===== src/rtl/ccff_bitstream_loader_if.sv =====
// Bitstream word stream into the configuration-chain loader.
// Valid/ready handshake; a word transfers on an edge where both are high.
interface ccff_bitstream_loader_if #(
   parameter int unsigned WORD_W = 8
) ();

   logic [WORD_W-1:0] cfg_data;
   logic              cfg_valid;
   logic              cfg_ready;

   modport master (
      output cfg_data,
      output cfg_valid,
      input  cfg_ready
   );

   modport slave (
      input  cfg_data,
      input  cfg_valid,
      output cfg_ready
   );

endinterface


===== src/rtl/ccff_bitstream_loader.sv =====
// Serialises bitstream words MSB-first onto the configuration chain head and
// counts the ones that emerge from the chain tail during the load.
module ccff_bitstream_loader #(
   parameter int unsigned CHAIN_LEN = 64,
   parameter int unsigned WORD_W    = 8,
   parameter int unsigned CNT_W     = $clog2(CHAIN_LEN + 1)
) (
   input  logic                   prog_clk,
   input  logic                   pReset,
   input  logic                   start,
   input  logic                   abort,
   ccff_bitstream_loader_if.slave cfg,
   output logic                   ccff_head,
   input  logic                   ccff_tail,
   output logic                   ccff_shift_en,
   output logic                   busy,
   output logic                   done,
   output logic [CNT_W-1:0]       bits_sent,
   output logic [CNT_W-1:0]       tail_ones
);

   localparam int unsigned NWORDS = (CHAIN_LEN + WORD_W - 1) / WORD_W;
   localparam int unsigned WT_W   = $clog2(NWORDS + 1);
   localparam int unsigned BL_W   = $clog2(WORD_W + 1);

   localparam logic [CNT_W-1:0] ChainEnd = CNT_W'(CHAIN_LEN);
   localparam logic [WT_W-1:0]  WordsEnd = WT_W'(NWORDS);
   localparam logic [BL_W-1:0]  WordBits = BL_W'(WORD_W);
   localparam logic [BL_W-1:0]  OneBit   = BL_W'(1);

   typedef enum logic [1:0] {StIdle, StLoad, StDone} state_e;

   state_e             state_q, state_d;
   logic [WORD_W-1:0]  sreg_q, sreg_d;
   logic [BL_W-1:0]    bits_left_q, bits_left_d;
   logic [CNT_W-1:0]   bits_sent_q, bits_sent_d;
   logic [CNT_W-1:0]   tail_ones_q, tail_ones_d;
   logic [WT_W-1:0]    words_taken_q, words_taken_d;
   logic               in_load;
   logic               accept;

   assign in_load       = (state_q == StLoad);
   assign ccff_shift_en = in_load && (bits_left_q != '0) && (bits_sent_q < ChainEnd);
   // Ready during the last bit of the current word so words stream without a bubble.
   assign cfg.cfg_ready = in_load && (words_taken_q < WordsEnd) &&
                          ((bits_left_q == '0) || ((bits_left_q == OneBit) && ccff_shift_en));
   assign accept        = cfg.cfg_valid && cfg.cfg_ready;
   assign ccff_head     = ccff_shift_en ? sreg_q[WORD_W-1] : 1'b0;
   assign busy          = in_load;
   assign done          = (state_q == StDone);
   assign bits_sent     = bits_sent_q;
   assign tail_ones     = tail_ones_q;

   always_comb begin
      state_d       = state_q;
      sreg_d        = sreg_q;
      bits_left_d   = bits_left_q;
      bits_sent_d   = bits_sent_q;
      tail_ones_d   = tail_ones_q;
      words_taken_d = words_taken_q;

      if (ccff_shift_en) begin
         sreg_d      = sreg_q << 1;
         bits_left_d = bits_left_q - OneBit;
         bits_sent_d = bits_sent_q + CNT_W'(1);
         tail_ones_d = tail_ones_q + CNT_W'(ccff_tail);
      end

      // A new word overrides the buffer; the outgoing bit was already counted above.
      if (accept) begin
         sreg_d        = cfg.cfg_data;
         bits_left_d   = WordBits;
         words_taken_d = words_taken_q + WT_W'(1);
      end

      unique case (state_q)
         StIdle, StDone: begin
            if (start) begin
               state_d       = StLoad;
               sreg_d        = '0;
               bits_left_d   = '0;
               bits_sent_d   = '0;
               tail_ones_d   = '0;
               words_taken_d = '0;
            end
         end
         StLoad: begin
            if (bits_sent_q == ChainEnd) begin
               state_d     = StDone;
               bits_left_d = '0;
            end
         end
         default: state_d = StIdle;
      endcase

      if (abort) begin
         state_d     = StIdle;
         bits_left_d = '0;
      end
   end

   always_ff @(posedge prog_clk) begin
      if (pReset) begin
         state_q       <= StIdle;
         sreg_q        <= '0;
         bits_left_q   <= '0;
         bits_sent_q   <= '0;
         tail_ones_q   <= '0;
         words_taken_q <= '0;
      end else begin
         state_q       <= state_d;
         sreg_q        <= sreg_d;
         bits_left_q   <= bits_left_d;
         bits_sent_q   <= bits_sent_d;
         tail_ones_q   <= tail_ones_d;
         words_taken_q <= words_taken_d;
      end
   end

endmodule


===== src/flat_wrapper.sv =====
// flat-port wrapper written by rule: the top's interface ports become plain ports
module ccff_bitstream_loader_flat 
#(
   parameter int unsigned CHAIN_LEN = 64,
   parameter int unsigned WORD_W    = 8,
   parameter int unsigned CNT_W     = $clog2(CHAIN_LEN + 1)
)
  (prog_clk, pReset, start, abort, ccff_head, ccff_tail, ccff_shift_en, busy, done, bits_sent, tail_ones, cfg_cfg_data, cfg_cfg_valid, cfg_cfg_ready);
  ccff_bitstream_loader_if #(.WORD_W(WORD_W)) cfg_i ();
  input  logic prog_clk;
  input  logic pReset;
  input  logic start;
  input  logic abort;
  output logic ccff_head;
  input  logic ccff_tail;
  output logic ccff_shift_en;
  output logic busy;
  output logic done;
  output logic [CNT_W-1:0] bits_sent;
  output logic [CNT_W-1:0] tail_ones;
  input wire logic [$bits(cfg_i.cfg_data)-1:0] cfg_cfg_data;
  input wire logic [$bits(cfg_i.cfg_valid)-1:0] cfg_cfg_valid;
  output wire logic [$bits(cfg_i.cfg_ready)-1:0] cfg_cfg_ready;
  assign cfg_i.cfg_data = cfg_cfg_data;
  assign cfg_i.cfg_valid = cfg_cfg_valid;
  assign cfg_cfg_ready = cfg_i.cfg_ready;
  ccff_bitstream_loader #(.CHAIN_LEN(CHAIN_LEN), .WORD_W(WORD_W), .CNT_W(CNT_W)) u_core (.prog_clk(prog_clk), .pReset(pReset), .start(start), .abort(abort), .cfg(cfg_i), .ccff_head(ccff_head), .ccff_tail(ccff_tail), .ccff_shift_en(ccff_shift_en), .busy(busy), .done(done), .bits_sent(bits_sent), .tail_ones(tail_ones));
endmodule

===== config.mk =====
export PLATFORM = sky130hd
export DESIGN_NAME = ccff_bitstream_loader_flat
export DESIGN_NICKNAME = d
export VERILOG_FILES = /design/src/rtl/ccff_bitstream_loader_if.sv /design/src/rtl/ccff_bitstream_loader.sv /design/src/flat_wrapper.sv
export SDC_FILE = /design/constraint.sdc
export NUM_CORES = 1
export LEC_CHECK = 0
export BUFFER_PORTS_ARGS = -buffer_cell sky130_fd_sc_hd__buf_4
export CAP_MARGIN = 20
export CORE_ASPECT_RATIO = 1.1
export CORE_MARGIN = 2
export CORE_UTILIZATION = 48
export DETAILED_ROUTE_END_ITERATION = 16
export PLACE_DENSITY = 0.77
export SETUP_SLACK_MARGIN = 0.1
export SLEW_MARGIN = 40
export SYNTH_ARGS = -nofsm -noshare
export SYNTH_HDL_FRONTEND = slang
export SYNTH_SLANG_ARGS = --single-unit

===== constraint.sdc =====
create_clock -name prog_clk -period 1.75 [get_ports prog_clk]
set_clock_uncertainty 0.2 [all_clocks]
set_input_delay 0.175 -clock prog_clk [delete_from_list [all_inputs] [get_ports prog_clk]]
set_output_delay 0.175 -clock prog_clk [all_outputs]
set_load 0.05 [all_outputs]

==> reports/metrics.cfg <==
[cells_and_area]
layout-drive-gt1-share = 0.5779
final_cell_area_um2 = 2805
final_core_utilization = 0.9204
fillCellCount = 104
syn2layout_area_growth_pct = 82.28
n_antenna_cell = 0
fin_nets = 283

[logic_synthesis]
avgSynthCellArea_um2 = 8.410
seq_area_frac_synth = 0.4163
yosys_warnings = 0
ys_types = 35
yosys.area.top_type = dfxtp_1
ys_seq_elements = 32
syn_inst = 183
synth_area_leaders = dfxtp_1 42%, ha_1 5.7%, nand2_1 5.1%
yosys_most_used_dff = dfxtp_1
syn_nets = 204
synth.top_cell.area_share = 0.4163
async_flop_share = 0
synth_edf_count = 0
netlist_area_um2 = 1539

[sta]
worst_pin_slew_ns = 0.4460
holdWs_ns = 0.04431
min_period_ns = 2.059
fmax_ghz = 0.4856
timing.final.hold_violations = 0
min_period_over_period = 1.177
slew_viol_final = 0
slew_headroom = 0.7026
rsz0062_at_grt = true
finalSetupViolations = 29
finalWorstSetupSlack_ns = -0.3091

[die]
die_h_um = 63.39
initial_core_util = 0.5049
rows = 21
die_area_um2 = 3676
num_io_pins = 33
core_area_um2 = 3048
dieWidth_um = 57.99

[power]
vdd_drop_max_v = 0.0007752
p_comb_frac = 0.131
pwr-share-seq = 0.529
netSwitchingFraction = 0.2729
p_leak_nw = 1.081
p_sw_mw = 0.3780
p_clk_frac = 0.340
power.internal_mw = 1.007
power.density_nw_per_um2 = 493.7

[cts]
cts-root-buf = clkbuf_4
cts_num_sinks = 32
htreeDepth = 2
clk_pin_slew_ns = 0.11
cts_tree = yes
clock_latency_ns = 0.35
cts_made_buffers = 5
cts_buffer_depth = 2

[worst_setup_path]
timing_worst_setup_path_type = register to output pin
worst-endpoint-required_ns = 1.37
crit_path_end_kind = output pin
crit_fanout = 4
arrival_ns = 1.68
r2r_start = u_core.bits_left_q[1]
critPathLaunchType = register
setup.worst_path.start = u_core.bits_left_q[1]

[routing]
vias = 1873
avgViaCountPerCell = 6.306
antenna_left = 0
drt_wl_total_mm = 6.905
drcViolationCount = 0
post_drt_wl_per_cell_um = 23.25
firstDrtPassIters = 5
drt_iter0_markers = 131

[run]
drv_cap = 0

[global_route]
grt_pass1_wl_mm = 8.935
grt_start_max_net_pins = 19
grt.total_usage = 0.3258
antenna_found_initial = 0
grt_overflow = 0
grt_pass1_vias = 1825

[placed_design]
globalplace.congestion = 0.8307
detailed_place_hpwl_mm = 2.719
placed_area_um2 = 1977
post-place-ws_ns = -0.1190
io_buffers = 32

[min_path]
worstHoldStart = ccff_tail
hold_path_class = primary input to register

[outcome]
violations = setup timing
run_status = finished with violations

final timing paths:
kind | depth (start not counted) | to | slack (ns)
setup / recovery | 5 | ccff_head | -0.31
hold / removal | 4 | u_core.tail_ones[0] | 0.04
setup reg to reg | 9 | u_core.tail_ones[5] | -0.30
hold reg to reg | 2 | u_core.sreg_q[4] | 0.32
Yosys cell counts (2+ instances only):
library cell / number
inv_1: 7
nor3_1: 10
ha_1: 7
xnor2_1: 7
and3_1: 4
o21ai_0: 9
buf_4: 2
buf_2: 2
o21a_1: 2
xor2_1: 7
nand3_1: 9
nand2_1: 21
a21oi_1: 8
or3b_1: 2
dfxtp_1: 32
clkbuf_1: 3
or2_2: 2
nand2b_1: 2
nand4_1: 2
nor2b_1: 5
and4_1: 2
a31oi_1: 8
nor2_1: 18
registers in the layout (all words and copies together) (netlist names):
signal / count
u_core.bits_left_q: 4
u_core.bits_sent: 7
u_core.sreg_q: 8
u_core.state_q: 2
u_core.tail_ones: 7
u_core.words_taken_q: 4
cells by family after synthesis:
family          Yosys count  share of synthesized area
compound gates           30                     0.1130
flops                    32                     0.4163
fa+ha+maj                 7                    0.05691
xor+xnor                 14                    0.07968
simple gates             84                     0.2846
buf+inv                  15                    0.04309
mux                       1                   0.006504
timing repair:
action                                  4_1_cts  5_1_grt
hold buffers                                 11        0
endpoints found under the setup margin       34       36
gates resized for setup                      70       38
hold endpoints to repair                     10        0
setup buffers                                14        7
pin swaps                                    18       20
gates cloned                                  2        0
critical path: stages, from the launching register on:
cell and delay [ns]:
dfxtp_4 0.38, inv_4 0.07, ha_4 0.14, or3b_4 0.42
and3_4 0.18, buf_8 0.14
power groups by stage:
stage | Clock (mW) | Sequential, mW | Combinational [mW]
6_report | 0.471 | 0.732 | 0.181
5_1_grt | 0.503 | 0.732 | 0.187
4_1_cts | 0.460 | 0.733 | 0.157
3_5_place_dp | 0 | 0.753 | 0.102
3_3_place_gp | 0 | 0.753 | 0.0991
2_1_floorplan | 0 | 0.752 | 0.0568
layer usage:
layer / wire length [µm] / vias to the layer above / part of all wire / global-route usage
met2: 3561 / 116 / 0.52 / 0.5668
met1: 2606 / 938 / 0.38 / 0.3483
met4: 261 / 0 / 0.038 / 0.1744
met5: 0 / - / 0 / 0
met3: 476 / 29 / 0.069 / 0.09035
li1: - / 790 / - / -
stage by stage:
| stage | instances | total power, mW | TNS (ns) |
|---|---|---|---|
| after floorplan | 183 | 0.8090 | 0 |
| after global placement | 256 | 0.8516 | -0.06815 |
| after detailed placement | 256 | 0.8546 | -0.3619 |
| after CTS | 291 | 1.350 | -2.015 |
| after global routing | 297 | 1.423 | -6.856 |
| final | 297 | 1.385 | -6.193 |
area by class of cell:
| class | count | area (µm²) | share of cell area |
|---|---|---|---|
| repair buffers | 79 | 784.5 | 0.2797 |
| well taps | 34 | 42.54 | 0.01517 |
| clock buffers | 6 | 51.30 | 0.01829 |
| clock inverters | 2 | 10.01 | 0.003568 |
| flip-flops and latches | 32 | 664.4 | 0.2368 |
| inverters | 8 | 43.79 | 0.01561 |
| multi-input cells | 136 | 1209 | 0.4309 |
placed cells by master (no fill, tap or decap), types with 3 or more instances in the layout:
master         synthesis  final
a31oi_1                8      8
nand2_2                1     13
buf_4                  2     44
nor2b_1                5      3
dfxtp_1               32     23
nand3_1                9      5
clkbuf_4               0      5
xor2_1                 7      6
inv_2                  1      3
buf_8                  0      4
nor2_1                18     15
ha_4                   0      5
dfxtp_2                0      4
o21ai_1                0      8
nand2_1               21      7
nand3_2                0      3
xnor2_1                7      4
buf_12                 0      3
nor3_2                 0      6
a21oi_2                0      7
nor3_1                10      3
dlygate4sd3_1          0     11
buf_6                  0     15
dfxtp_4                0      5
No activity file was read; power rests on OpenSTA's default activity.
